--- src/rtl/alu_ctrl_fsm.sv ---
// alu_ctrl_fsm: multi-cycle FETCH/DECODE/EXEC/WB control unit for the datapath ALU.
// Decodes a small RV32I subset (LUI, AUIPC, ADD/SUB/SLL/SRL/SRA, ADDI/SLLI/SRLI/SRAI)
// into ALU opcode, register addresses, immediate and write strobe.
// Optional feature: define SINGLE_STEP_EN to add a 'step' input that gates leaving WB.
module alu_ctrl_fsm #(
    parameter int              PC_W     = 6,
    parameter logic [PC_W-1:0] RESET_PC = '0
) (
    input  logic            clk,
    input  logic            rstn,
`ifdef SINGLE_STEP_EN
    input  logic            step,
`endif
    input  logic [31:0]     instr,
    output logic [PC_W-1:0] rom_addr,
    output logic [4:0]      ALUOp,
    output logic [4:0]      rs1,
    output logic [4:0]      rs2,
    output logic [4:0]      rd,
    output logic [31:0]     imm,
    output logic            alu_src_b,
    output logic            rf_we,
    output logic            busy,
    output logic            illegal
);

    localparam logic [4:0] OP_NOP   = 5'b00000;
    localparam logic [4:0] OP_LUI   = 5'b00001;
    localparam logic [4:0] OP_AUIPC = 5'b00010;
    localparam logic [4:0] OP_ADD   = 5'b00011;
    localparam logic [4:0] OP_SUB   = 5'b00100;
    localparam logic [4:0] OP_SLL   = 5'b01000;
    localparam logic [4:0] OP_SRL   = 5'b01100;
    localparam logic [4:0] OP_SRA   = 5'b11000;

    localparam logic [6:0] F7_ZERO = 7'b0000000;
    localparam logic [6:0] F7_ALT  = 7'b0100000;

    typedef enum logic [2:0] {
        ST_FETCH,
        ST_DECODE,
        ST_EXEC,
        ST_WB,
        ST_HALT
    } state_t;

    state_t state;

    logic [6:0]  opcode;
    logic [2:0]  funct3;
    logic [6:0]  funct7;

    logic [4:0]  dec_aluop;
    logic [4:0]  dec_rs1;
    logic [4:0]  dec_rs2;
    logic [4:0]  dec_rd;
    logic [31:0] dec_imm;
    logic        dec_src_b;
    logic        dec_halt;
    logic        dec_illegal;

    logic        halt_pend;
    logic        illegal_pend;

`ifdef SINGLE_STEP_EN
    logic        wb_go;
`endif

    assign opcode = instr[6:0];
    assign funct3 = instr[14:12];
    assign funct7 = instr[31:25];

    // Decode the ROM word; any path that does not reach a legal encoding leaves ALUOp at nop.
    always_comb begin
        dec_aluop   = OP_NOP;
        dec_rs1     = '0;
        dec_rs2     = '0;
        dec_rd      = '0;
        dec_imm     = '0;
        dec_src_b   = 1'b0;
        dec_halt    = 1'b0;
        dec_illegal = 1'b0;
        if (instr == 32'h0000_0000) begin
            dec_halt = 1'b1;
        end else begin
            case (opcode)
                7'b0110111, 7'b0010111: begin
                    dec_aluop = (opcode == 7'b0110111) ? OP_LUI : OP_AUIPC;
                    dec_rd    = instr[11:7];
                    dec_imm   = {instr[31:12], 12'b0};
                    dec_src_b = 1'b1;
                end
                7'b0110011: begin
                    dec_rs1 = instr[19:15];
                    dec_rs2 = instr[24:20];
                    dec_rd  = instr[11:7];
                    case (funct3)
                        3'b000: begin
                            if (funct7 == F7_ZERO)     dec_aluop = OP_ADD;
                            else if (funct7 == F7_ALT) dec_aluop = OP_SUB;
                            else                       dec_illegal = 1'b1;
                        end
                        3'b001: dec_aluop = OP_SLL;
                        3'b101: begin
                            if (funct7 == F7_ZERO)     dec_aluop = OP_SRL;
                            else if (funct7 == F7_ALT) dec_aluop = OP_SRA;
                            else                       dec_illegal = 1'b1;
                        end
                        default: dec_illegal = 1'b1;
                    endcase
                end
                7'b0010011: begin
                    dec_rs1   = instr[19:15];
                    dec_rd    = instr[11:7];
                    dec_src_b = 1'b1;
                    case (funct3)
                        3'b000: begin
                            dec_aluop = OP_ADD;
                            dec_imm   = {{20{instr[31]}}, instr[31:20]};
                        end
                        3'b001: begin
                            dec_imm = {27'b0, instr[24:20]};
                            if (funct7 == F7_ZERO) dec_aluop = OP_SLL;
                            else                   dec_illegal = 1'b1;
                        end
                        3'b101: begin
                            dec_imm = {27'b0, instr[24:20]};
                            if (funct7 == F7_ZERO)     dec_aluop = OP_SRL;
                            else if (funct7 == F7_ALT) dec_aluop = OP_SRA;
                            else                       dec_illegal = 1'b1;
                        end
                        default: dec_illegal = 1'b1;
                    endcase
                end
                default: dec_illegal = 1'b1;
            endcase
        end
    end

    // Sequencer: decode results are captured with the fetched word so they are visible through DECODE/EXEC/WB.
    always_ff @(posedge clk or negedge rstn) begin
        if (!rstn) begin
            state        <= ST_FETCH;
            rom_addr     <= RESET_PC;
            ALUOp        <= OP_NOP;
            rs1          <= '0;
            rs2          <= '0;
            rd           <= '0;
            imm          <= '0;
            alu_src_b    <= 1'b0;
            rf_we        <= 1'b0;
            busy         <= 1'b1;
            illegal      <= 1'b0;
            halt_pend    <= 1'b0;
            illegal_pend <= 1'b0;
`ifdef SINGLE_STEP_EN
            wb_go        <= 1'b0;
`endif
        end else begin
            case (state)
                ST_FETCH: begin
                    ALUOp        <= dec_aluop;
                    rs1          <= dec_rs1;
                    rs2          <= dec_rs2;
                    rd           <= dec_rd;
                    imm          <= dec_imm;
                    alu_src_b    <= dec_src_b;
                    halt_pend    <= dec_halt;
                    illegal_pend <= dec_illegal;
                    rf_we        <= 1'b0;
                    state        <= ST_DECODE;
                end
                ST_DECODE: begin
                    if (halt_pend || illegal_pend) begin
                        ALUOp   <= OP_NOP;
                        busy    <= 1'b0;
                        illegal <= illegal | illegal_pend;
                        state   <= ST_HALT;
                    end else begin
                        state <= ST_EXEC;
                    end
                end
                ST_EXEC: begin
`ifdef SINGLE_STEP_EN
                    rf_we <= 1'b0;
                    wb_go <= 1'b0;
`else
                    rf_we <= (rd != 5'd0);
`endif
                    state <= ST_WB;
                end
                ST_WB: begin
`ifdef SINGLE_STEP_EN
                    if (!wb_go) begin
                        if (step) begin
                            wb_go <= 1'b1;
                            rf_we <= (rd != 5'd0);
                        end
                    end else begin
                        wb_go    <= 1'b0;
                        rf_we    <= 1'b0;
                        ALUOp    <= OP_NOP;
                        rom_addr <= rom_addr + PC_W'(1);
                        state    <= ST_FETCH;
                    end
`else
                    rf_we    <= 1'b0;
                    ALUOp    <= OP_NOP;
                    rom_addr <= rom_addr + PC_W'(1);
                    state    <= ST_FETCH;
`endif
                end
                ST_HALT: begin
                    ALUOp <= OP_NOP;
                    rf_we <= 1'b0;
                    busy  <= 1'b0;
                end
                default: state <= ST_FETCH;
            endcase
        end
    end

endmodule

--- config.mk ---
export PLATFORM = sky130hd
export DESIGN_NAME = alu_ctrl_fsm
export DESIGN_NICKNAME = d
export VERILOG_FILES = /design/src/rtl/alu_ctrl_fsm.sv
export SDC_FILE = /design/constraint.sdc
export NUM_CORES = 1
export LEC_CHECK = 0
export BUFFER_PORTS_ARGS = -buffer_cell sky130_fd_sc_hd__buf_2
export CAP_MARGIN = 20
export CORE_ASPECT_RATIO = 0.6
export CORE_MARGIN = 2
export CORE_UTILIZATION = 52
export CTS_BUF_LIST = sky130_fd_sc_hd__clkbuf_2
export DETAILED_ROUTE_END_ITERATION = 10
export HOLD_SLACK_MARGIN = 0.02
export PLACE_DENSITY_LB_ADDON = 0.2
export SYNTH_ARGS = -nofsm -noshare
export SYNTH_HDL_FRONTEND = slang
export SYNTH_SLANG_ARGS = --single-unit
--- constraint.sdc ---
create_clock -name clk -period 1.9 [get_ports clk]
set_input_delay 0.475 -clock clk [delete_from_list [all_inputs] [get_ports clk]]
set_output_delay 0.475 -clock clk [all_outputs]
set_load 0.005 [all_outputs]
**Word-level counts from Yosys, hierarchy flattened**

Index checks and enable logic that the tools add are counted.

- Add/sub/neg operators: 1
- Equality and inequality tests: 12
- Muxes and demuxes: 36
- Bitwise logic cells: 1
- Reduce and logical (&&, ||, !) cells: 20

Operator list:

| cell | count |
|---|---|
| $pmux W32 S2 | 2 |
| $pmux W5 S3 | 4 |
| $mux W5 | 10 |
| $logic_not A32 Y1 | 1 |
| $mux W32 | 1 |
| $eq A7 B6 Y1 const B | 3 |
| $eq A7 B5 Y1 const B | 2 |
| $pmux W3 S4 | 1 |
| $reduce_or A2 Y1 | 5 |
| $mux W3 | 3 |
| $mux W1 | 8 |
| $logic_not A7 Y1 | 1 |
| $add A6 B1 Y6 const B | 1 |
| $eq A3 B1 Y1 const B | 2 |
| $eq A3 B2 Y1 const B | 2 |
| $eq A3 B3 Y1 const B | 2 |
| $logic_not A3 Y1 | 2 |
| $pmux W1 S2 | 3 |
| $pmux W1 S3 | 2 |
| $reduce_and A2 Y1 | 3 |
| $reduce_or A3 Y1 | 2 |
| $reduce_bool A5 Y1 | 1 |
| $mux W4 | 1 |
| $reduce_bool A2 Y1 | 2 |
| 6 further kinds | 6 |

- Register bits after elaboration: 67
- Bits of input ports: 34

**Depth between registers and ports, before layout**

Gate-level depths: netlist of run 1.

- Depth after elaboration: 7
- Gate-level depth with buffers: 6

**Worst setup path after synthesis of run 1**

No wires, ideal clock.

- Path type: input port to flip-flop
- From: input instr[25]
- To: register illegal_pend
- Data arrival time: 1,801 ps
- Path slack: -24 ps
- Stages on the path: 4
- Buffers on the path: 0
- Path through: or4_4 or2_1 or4_4 o221a_1

- Longest elaborated chain between the ends: 6
- Elaborated cells between the ends (all ways): 10
- Those cells by class: eq/ne (1); mux (7); reduce/logical (2)

RTL lines:

| what | RTL line | text |
|---|---|---|
| start: declaration | 14 | `input logic [31:0] instr,` |
| $eq A7 B6 Y1 | 100, 106, 129 |  |
| $mux W1 | 100, 106, 129 |  |
| $mux W1 | 105 | `if (funct7 == F7_ZERO) dec_aluop = OP_SRL;` |
| $pmux W1 S3 or $pmux W1 S2 (tied branches) | 116, 97 |  |
| $pmux W1 S3 | 86 | `case (opcode)` |
| $mux W1 * | 83 | `if (instr == 32'h0000_0000) begin` |
| end signal: assignment | 169 | `illegal_pend <= dec_illegal;` |
| end: declaration | 63 | `logic illegal_pend;` |

Every way passes the cells marked *; elsewhere a longest branch is shown, timed or not.
A chain may end at the register's enable or synchronous reset.

**Worst setup path in the final report of run 1**

- From: register state[1]
- To: register ALUOp[4]

- Longest elaborated chain between the ends: 4
- Elaborated cells between the ends (all ways): 9
- Those cells by class: eq/ne (4); mux (1); reduce/logical (4)

RTL lines:

| what | RTL line | text |
|---|---|---|
| start: declaration | 47 | `state_t state;` |
| start signal: assignment | 143 | `state <= ST_FETCH;` |
| start signal: assignment | 171 | `state <= ST_DECODE;` |
| start signal: assignment | 178 | `state <= ST_HALT;` |
| $eq A3 B3 Y1 or $eq A3 B2 Y1 (tied branches) | 160 | `case (state)` |
| $reduce_or A2 Y1 (no line) | n/a |  |
| $reduce_bool A3 Y1 (no line) | n/a |  |
| $reduce_and A2 Y1 (no line) | n/a |  |
| end signal: assignment | 162 | `ALUOp <= dec_aluop;` |
| end: declaration | 16 | `output logic [4:0] ALUOp,` |

Several ways; a longest one is shown, not always the timed one.

==> impl_metrics.toml, run 1 <==
[route]
detail_route.vias_per_cell = 5.469
routed_wl_um = 7559
route.detailed.drc = 0
via_count = 2636
avgRoutedWirePerCell_um = 15.68
firstDrtPassIters = 4
dr.first_iter.drc_count = 99
ant_nets = 0

[worst_setup_path]
max_incr_delay_on_cp_ps = 510
critical_path_required_ps = 2320
critPathKind = "reg2reg"
timing.critical_path.to_type = "flip-flop"
crit_slowest_cell = "sky130_fd_sc_hd__or3_2"
crit_path_max_fanout = 3
reg2regPathDepth = 5
timing.critical_path.cells = "or3_2 -> nor4_2 -> buf_4 -> nand2b_1 -> o2bb2ai_1"
critPathArrivalTime_ps = 2150
startpoint_type = "flip-flop"

[clocking]
clock_latency_ps = 500
cts_repair_resize_count = 0
cts_htree_levels = 3
cts.clk_slew.worst_paths_ps = 170
post_cts.repair.setup_buffers = 0
clock_tree.buffer_depth = 2
cts_tree = "built"
clock_sink_count = 67
tritoncts.num_buffers = 9
clock_tree.root_cell = "sky130_fd_sc_hd__clkbuf_2"
ctsHoldBuffers = 1

[timing]
final_worst_clock_skew_ps = 18.94
finalHoldWorstSlack_ps = 207.3
rsz0062_at_grt = "no"
slew_headroom = 0.6048
layout_worst_path_cycle_share = 0.9135
setup_total_negative_slack_ps = 0
hold_viol = 0
max_freq_ghz = 0.5762
timing.final.setup_violations = 0
tightest_slew_ps = 592.8
slew_violations = 0
fin_ws_ps = 164.4
post-route-min-period_ps = 1736

[final_layout]
multiInputGateArea_sq_mm = 0.001177
mostFrequentLayoutCell = "sky130_fd_sc_hd__buf_2"
syn_to_final_growth_pct = 29.05
antenna_cells_inserted = 0
ff_latch_area_sq_mm = 0.001678
mostFrequentLayoutCells = "sky130_fd_sc_hd__buf_2, sky130_fd_sc_hd__dfrtp_1, sky130_fd_sc_hd__nand2_1"
drive_gt1_frac = 0.3753
stdcell_count = 482
final_area_sq_mm = 0.003780
final_net_count = 444
final_core_utilization = 0.6883
layout.filler_cells = 442

[floorplan]
initial_core_util = 0.5334
floorplan.die_area_sq_mm = 0.006269
floorplan.core_area_sq_mm = 0.005492
die-width_um = 100.9
placement_rows = 21
floorplan.io_pins = 96
die_h_um = 62.14

[synth]
synth-compound-area-share = 0.1969
synthMuxAreaShare = 0.003845
post_synth.cell_area_avg_sq_um = 10.24
yosysWarningCount = 0
netlist_instances = 286
postSynthRegisterBits = 67
combinational_family_with_the_most_area_after_synthesis = "compound AO/OA/AOI/OAI gates"
number_of_distinct_library_cell_variants_in_the_gate_level_netlist_after_synthesis = 46
synth_simple_gate_area_frac = 0.1786
post_synth_fa_ha_maj_area_fraction = 0.004272
synth.net_count = 321
syn_area_sq_mm = 0.002929
yosysSeqAreaShare = 0.5728
synth-xor-area-share = 0.01495

[grt]
global_route.usage.met3 = 0.08333
grt.overflow.total = 0
groute.layer.met2.usage = 0.3233
global_route.usage.total = 0.2550
antenna_found_initial = 0
grt_max_degree = 61
globalRouteMet1Util = 0.4164
busiest_layer = "met1"
grt_pass1_vias = 2481
first_pass_grt_wire_length_um = 12310

[min_path]
worst_hold_path.num_cells = 3
hp-class = "in2reg"

[power_and_ir_drop]
power_per_cell_area_mw_per_mm2 = 770.6
power_switching_share = 0.3524
internal_power_mw = 1.886
peakVddDrop_uv = 476.6
power_frac_seq = 0.528
overall_power_consumption_mw = 2.913
share_comb_of_total_power = 0.253
leakage_nw = 1.985
p_sw_mw = 1.026
clock_power_share = 0.219

[placement]
dpl.cell_count = 466
post-dp-hpwl_um = 5698
pre_cts_setup_slack_ps = -139.6
portBuffers = 95
routabilityCongestion = 0.8716
placed_area_sq_mm = 0.003696

[outcome]
run_status = "finished clean"

[flow_run]
drv.max_cap_violation_count = 0
layout make-up:
cell class	count	share of cell area
inverter	3	0.002979
timing repair buffer	130	0.1993
sequential	67	0.4439
clock buffer	11	0.01456
multi-input combinational	198	0.3115
clock inverter	4	0.004965
tap	69	0.02284
per-layer routing:
layer,vias to the layer above,part of all wire
li1,1283,-
met1,1261,0.51
met2,85,0.40
met3,7,0.076
met4,0,0.0070
met5,-,0
registers in the layout, summed over array words and instances, names as in the netlist:
register      flops
illegal           1
rs1               5
state             3
imm              32
rf_we             1
rom_addr          6
alu_src_b         1
halt_pend         1
rs2               5
rd                5
busy              1
illegal_pend      1
ALUOp             5
worst max-delay path: cells and delay by family (launching register included):
kind	cells	cell delay, ps
AOI/OAI and AO/OA	1	160
DFF	1	430
and+or+nand+nor	3	900
buffers and inverters	1	180
worst paths after layout:
check                               to  slack (ps)        start
setup / recovery              ALUOp[4]         160     state[1]
hold / removal                   rd[0]         210     instr[7]
setup reg to reg              ALUOp[4]         160     state[1]
hold reg to reg            rom_addr[5]         490  rom_addr[5]
max in group asynchronous      imm[12]         850         rstn
min in group asynchronous      imm[28]         470         rstn
cell families after synthesis:
family,after synthesis
AOI/OAI and AO/OA,90
xor gates and xnor gates,5
adders and majority gates,1
buffers and inverters,21
DFF,67
muxes,1
and+or+nand+nor,101
synthesized netlist by cell type, drive strengths merged:
| library cell | instances | area (sq um) |
|---|---|---|
| dfrtp | 66 | 1652 |
| nand2 | 51 | 191.4 |
| o21ai | 34 | 170.2 |
| a21oi | 22 | 110.1 |
| a22o | 17 | 148.9 |
| clkbuf | 14 | 52.55 |
| nor2 | 9 | 33.78 |
| nand3 | 6 | 30.03 |
| nor4 | 6 | 50.04 |
| nor2b | 5 | 31.28 |
| nor3 | 5 | 35.03 |
| and3 | 4 | 25.02 |
| buf | 4 | 20.02 |
| inv | 3 | 11.26 |
| nand2b | 3 | 18.77 |
| or4 | 3 | 30.03 |
| xnor2 | 3 | 26.28 |
| a221o | 2 | 20.02 |
| a31o | 2 | 17.52 |
| and4 | 2 | 17.52 |
| nand4 | 2 | 27.53 |
| o2bb2ai | 2 | 17.52 |
| o31ai | 2 | 15.01 |
| or2 | 2 | 12.52 |
| or3 | 2 | 12.51 |
| xor2 | 2 | 17.52 |
| a211oi | 1 | 7.510 |
| a31oi | 1 | 6.260 |
| a32o | 1 | 10.01 |
| a41oi | 1 | 8.760 |
| dfstp | 1 | 26.28 |
| ha | 1 | 12.51 |
| mux2 | 1 | 11.26 |
| nand3b | 1 | 7.510 |
| o2111a | 1 | 11.26 |
| o211ai | 1 | 7.510 |
| o221a | 1 | 11.26 |
| o22ai | 1 | 6.260 |
| o311ai | 1 | 8.760 |
power groups by stage:
| stage | clock network, mW | logic, mW | registers, mW |
|---|---|---|---|
| floorplan | 0 | 0.419 | 1.56 |
| global placement | 0 | 0.719 | 1.56 |
| detailed placement | 0 | 0.726 | 1.56 |
| CTS | 0.656 | 0.730 | 1.54 |
| global route | 0.733 | 0.815 | 1.54 |
| finish | 0.639 | 0.737 | 1.54 |
(Power assumes the default switching activity.)
==> run 2, diff against run 1 <==
--- a/config.mk
+++ b/config.mk
@@ -14,6 +14,7 @@
 export DETAILED_ROUTE_END_ITERATION = 10
 export HOLD_SLACK_MARGIN = 0.02
 export PLACE_DENSITY_LB_ADDON = 0.2
+export RECOVER_POWER = 100
 export SYNTH_ARGS = -nofsm -noshare
 export SYNTH_HDL_FRONTEND = slang
 export SYNTH_SLANG_ARGS = --single-unit
==> impl_metrics.toml, run 2 (synthesis results as in run 1) <==
[outcome]
run_status = "finished clean"

[floorplan]
floorplan.io_pins = 96
floorplan.core_area_sq_mm = 0.005492
placement_rows = 21
floorplan.die_area_sq_mm = 0.006269
die_h_um = 62.14
die-width_um = 100.9
initial_core_util = 0.5334

[placement]
portBuffers = 95
placed_area_sq_mm = 0.003696
post-dp-hpwl_um = 5698
routabilityCongestion = 0.8716
pre_cts_setup_slack_ps = -139.6

[timing]
final_worst_clock_skew_ps = 16.87
slew_headroom = 0.1193
max_freq_ghz = 0.5679
setup_total_negative_slack_ps = 0
layout_worst_path_cycle_share = 0.9268
hold_viol = 0
tightest_slew_ps = 1321
post-route-min-period_ps = 1761
rsz0062_at_grt = "no"
timing.final.setup_violations = 0
slew_violations = 0
fin_ws_ps = 139.0

[grt]
grt_max_degree = 61
antenna_found_initial = 0
global_route.usage.total = 0.2550
first_pass_grt_wire_length_um = 12310
grt.overflow.total = 0
grt_pass1_vias = 2481

[power_and_ir_drop]
power_switching_share = 0.3507
leakage_nw = 1.884
share_comb_of_total_power = 0.244
p_sw_mw = 1.008
power_per_cell_area_mw_per_mm2 = 768.2
peakVddDrop_uv = 473.8
overall_power_consumption_mw = 2.874
clock_power_share = 0.221
power_frac_seq = 0.535
internal_power_mw = 1.866

[clocking]
cts_htree_levels = 3
cts_tree = "built"
cts_repair_resize_count = 0
clock_sink_count = 67
clock_latency_ps = 490
clock_tree.root_cell = "sky130_fd_sc_hd__clkbuf_2"
tritoncts.num_buffers = 9
cts.clk_slew.worst_paths_ps = 160
clock_tree.buffer_depth = 2

[route]
route.detailed.drc = 0
met2_wire_len_um = 3151
via_count = 2638
detail_route.vias_per_cell = 5.473
dr.first_iter.drc_count = 151
avgRoutedWirePerCell_um = 15.61
routed_wl_um = 7526
detailroute.wirelength.met3_um = 611
ant_nets = 0
maxUsedRoutingLayer = "met4"
firstDrtPassIters = 4
wl_met1_um = 3711

[worst_setup_path]
critPathArrivalTime_ps = 2190
startpoint_type = "flip-flop"
timing.critical_path.to_type = "flip-flop"
critPathKind = "reg2reg"
crit_path_max_fanout = 7
critical_path_required_ps = 2330

[final_layout]
drive_gt1_frac = 0.3148
regMostFlops = "imm"
final_core_utilization = 0.6812
mostFrequentLayoutCells = "sky130_fd_sc_hd__buf_2, sky130_fd_sc_hd__dfrtp_1, sky130_fd_sc_hd__nand2_1"
syn_to_final_growth_pct = 27.72
final_net_count = 444
biggest_registers_after_layout = "imm (32), rom_addr (6)"
antenna_cells_inserted = 0
layout.filler_cells = 459
mostFrequentLayoutCell = "sky130_fd_sc_hd__buf_2"
largest_register_ff_count = 32
final_area_sq_mm = 0.003741

[min_path]
hp-class = "in2reg"

[flow_run]
drv.max_cap_violation_count = 0
[run 2: cell count changes in the layout (fill, tap and decap cells not counted)]
| cell | delta |
|---|---|
| sky130_fd_sc_hd__buf_2 | -23 |
| sky130_fd_sc_hd__clkbuf_2 | +1 |
| sky130_fd_sc_hd__clkbuf_1 | +24 |
| sky130_fd_sc_hd__o21ai_1 | -30 |
| sky130_fd_sc_hd__o21ai_0 | +30 |
| sky130_fd_sc_hd__buf_1 | +1 |
| sky130_fd_sc_hd__buf_4 | -3 |
[run 2: area by class of cell]
type | count | area [sq um] | area share
Sequential cell | 67 | 1678 | 0.4485
Clock buffer | 11 | 55.05 | 0.01472
Inverter | 3 | 11.26 | 0.003010
Timing Repair Buffer | 130 | 714.4 | 0.1910
Tap cell | 69 | 86.33 | 0.02308
Multi-Input combinational cell | 198 | 1177 | 0.3147
Clock inverter | 4 | 18.77 | 0.005017
[run 2: power by group through the flow]
stage	Clock, mW	Combinational [mW]	Sequential (mW)
3_3_place_gp	0	0.719	1.56
5_1_grt	0.733	0.786	1.54
4_1_cts	0.656	0.730	1.54
6_report	0.635	0.702	1.54
3_5_place_dp	0	0.726	1.56
2_1_floorplan	0	0.419	1.56
[run 2: what timing repair did]
action                    4_1_cts  5_1_grt
hold buffers                    1        0
setup buffers                   0        0
hold endpoints to repair       19        0
[run 2: path summary, 6_finish.rpt]
kind | startpoint | endpoint | slack, ps | cells after the start
min in group asynchronous | rstn | imm[28] | 780 | 2
worst max register to register | state[0] | rs2[4] | 140 | 5
max in group asynchronous | rstn | ALUOp[0] | 290 | 3
worst min-delay path | instr[7] | rd[0] | 220 | 3
worst max-delay path | state[0] | rs2[4] | 140 | 5
worst min register to register | rom_addr[5] | rom_addr[5] | 490 | 1
[run 2: critical path, cell delays in order, from the launching register on]
cell,delay [ps]
sky130_fd_sc_hd__dfrtp_1,450
sky130_fd_sc_hd__nor3_2,290
sky130_fd_sc_hd__clkbuf_2,250
sky130_fd_sc_hd__nand3_1,150
sky130_fd_sc_hd__nor3_2,370
sky130_fd_sc_hd__a22o_1,200
[run 2: per-layer routing]
| layer | global-route usage | vias to the layer above |
|---|---|---|
| met5 | 0 | - |
| met4 | 0.06081 | 0 |
| met3 | 0.08333 | 6 |
| met2 | 0.3233 | 92 |
| met1 | 0.4164 | 1254 |
| li1 | - | 1286 |
[run 2: per-stage QoR]
step                      hold slack [ps]  std cells
after detailed placement            459.4        466
after CTS                           169.2        482
final                               222.4        482
after floorplan                     179.4        286
after global routing                164.9        482
after global placement              456.6        466
==> run 3, diff against run 2 <==
==> constraint.sdc (replaced) <==
create_clock -name clk -period 1.9 [get_ports clk]
set_input_delay 0.57 -clock clk [delete_from_list [all_inputs] [get_ports clk]]
set_output_delay 0.57 -clock clk [all_outputs]
set_load 0.005 [all_outputs]
==> impl_metrics.toml, run 3 (synthesis results as in run 1) <==
[final_layout]
biggest_registers_after_layout = "imm (32), rom_addr (6)"
multiInputGateArea_sq_mm = 0.001177
final_net_count = 451
stdcell_count = 490
largest_register_ff_count = 32
regMostFlops = "imm"
layout.filler_cells = 479
antenna_cells_inserted = 0
drive_gt1_frac = 0.3468
syn_to_final_growth_pct = 31.95
final_area_sq_mm = 0.003865
mostFrequentLayoutCells = "sky130_fd_sc_hd__buf_2, sky130_fd_sc_hd__dfrtp_1, sky130_fd_sc_hd__nand2_1"
mostFrequentLayoutCell = "sky130_fd_sc_hd__buf_2"
ff_latch_area_sq_mm = 0.001678

[timing]
timing.final.setup_violations = 0
final_worst_clock_skew_ps = 23.39
slew_headroom = 0.4026
post-route-min-period_ps = 1763
setup_total_negative_slack_ps = 0
hold_viol = 0
rsz0062_at_grt = "no"
max_freq_ghz = 0.5673
slew_violations = 0
tightest_slew_ps = 896.1
layout_worst_path_cycle_share = 0.9278

[route]
routed_wl_um = 7972
ant_nets = 0
via_count = 2732
avgRoutedWirePerCell_um = 16.27
route.detailed.drc = 0
detail_route.vias_per_cell = 5.576
dr.first_iter.drc_count = 145
firstDrtPassIters = 4

[floorplan]
placement_rows = 21
floorplan.io_pins = 96
die-width_um = 100.9
floorplan.die_area_sq_mm = 0.006269
initial_core_util = 0.5334
die_h_um = 62.14
floorplan.core_area_sq_mm = 0.005492

[power_and_ir_drop]
power_per_cell_area_mw_per_mm2 = 829.0
power_switching_share = 0.3273
clock_power_share = 0.295
overall_power_consumption_mw = 3.204
power_frac_seq = 0.480
internal_power_mw = 2.155
p_sw_mw = 1.049
share_comb_of_total_power = 0.225
peakVddDrop_uv = 415.6
leakage_nw = 1.973

[worst_setup_path]
crit_slowest_cell = "sky130_fd_sc_hd__or3_2"
crit_path_max_fanout = 3
timing.critical_path.cells = "or3_2 -> nor4_2 -> clkbuf_4 -> nand2b_1 -> o2bb2ai_1"
max_incr_delay_on_cp_ps = 500
timing.critical_path.max_delay_family = "simple AND/OR/NAND/NOR gates"
critPathArrivalTime_ps = 2210
startpoint_type = "flip-flop"
critical_path_required_ps = 2350
critPathKind = "reg2reg"
timing.critical_path.to_type = "flip-flop"
crit_buf_inv = 1

[outcome]
run_status = "finished clean"

[placement]
routabilityCongestion = 0.8712
dpl.cell_count = 473
placed_area_sq_mm = 0.003761
portBuffers = 95
post-dp-hpwl_um = 5770

[clocking]
tritoncts.num_buffers = 9
cts_tree = "built"
cts_repair_resize_count = 0
clock_tree.buffer_depth = 2
cts.clk_slew.worst_paths_ps = 180
clock_latency_ps = 520
cts_htree_levels = 3
clock_tree.root_cell = "sky130_fd_sc_hd__clkbuf_2"
clock_sink_count = 67

[grt]
grt.overflow.total = 0
antenna_found_initial = 0
grt_pass1_vias = 2620
first_pass_grt_wire_length_um = 12900
grt_max_degree = 68
global_route.usage.total = 0.2681

[flow_run]
drv.max_cap_violation_count = 0

[min_path]
hp-class = "in2reg"
-- run 3: cell types whose count changed in the layout (fill, tap and decap cells not counted) --
cell                         before  now
sky130_fd_sc_hd__buf_2           72   80
sky130_fd_sc_hd__clkbuf_2        12   11
sky130_fd_sc_hd__buf_4           30   36
sky130_fd_sc_hd__buf_1            1    0
sky130_fd_sc_hd__clkbuf_1        24   17
sky130_fd_sc_hd__dfstp_1          0    1
sky130_fd_sc_hd__bufinv_16        0    2
sky130_fd_sc_hd__clkbuf_4         0    2
sky130_fd_sc_hd__clkinv_2         3    2
sky130_fd_sc_hd__dfstp_2          1    0
sky130_fd_sc_hd__clkinvlp_4       0    1
sky130_fd_sc_hd__clkinv_1         1    0
-- run 3: final cells by class --
| type | instances | area share |
|---|---|---|
| multi-input combinational | 198 | 0.3046 |
| inverter | 3 | 0.002914 |
| timing repair buffer | 137 | 0.2017 |
| clock inverter | 5 | 0.02007 |
| sequential | 67 | 0.4341 |
| clock buffer | 11 | 0.01424 |
| tap | 69 | 0.02234 |
-- run 3: timing repair --
item	CTS	global route
buffers inserted	0	0
hold buffers	0	1
endpoints found under the setup margin	0	0
hold endpoints to repair	0	18
-- run 3: tightest hold or removal path, cell delays in order --
cell and delay, ps:
sky130_fd_sc_hd__buf_2 110, sky130_fd_sc_hd__nand2_1 50, sky130_fd_sc_hd__o21ai_0 60
-- run 3: metrics by stage --
step           worst slack, ps    util  hold WS (ps)
4_1_cts                  154.1  0.7090         30.57
3_3_place_gp            -222.0  0.6849         457.5
6_report                 137.2  0.7038         283.0
3_5_place_dp            -231.8  0.6849         461.4
5_1_grt                  44.50  0.7038         242.1
2_1_floorplan           -101.5       -         274.4
-- run 3: final timing paths --
check,startpoint,end,slack (ps),depth (start not counted)
min in group asynchronous,rstn,imm[28],800,3
setup / recovery,state[1],ALUOp[4],140,5
hold reg to reg,rom_addr[5],rom_addr[5],490,1
setup reg to reg,state[1],ALUOp[4],140,5
hold / removal,instr[9],rd[2],280,3
max in group asynchronous,rstn,rd[1],520,3
-- run 3: per-layer routing --
metal | track usage | up-vias | part of all wire
li1 | - | 1297 | -
met1 | 0.4169 | 1307 | 0.47
met2 | 0.3525 | 118 | 0.42
met3 | 0.09910 | 10 | 0.10
met4 | 0.06926 | 0 | 0.010
met5 | 0 | - | 0
-- run 3: power by group through the flow --
stage | clock network [mW] | logic [mW] | registers (mW)
floorplan | 0 | 0.419 | 1.56
global placement | 0 | 0.728 | 1.56
detailed placement | 0 | 0.740 | 1.56
CTS | 0.955 | 0.743 | 1.54
global route | 1.04 | 0.801 | 1.55
finish | 0.946 | 0.720 | 1.54
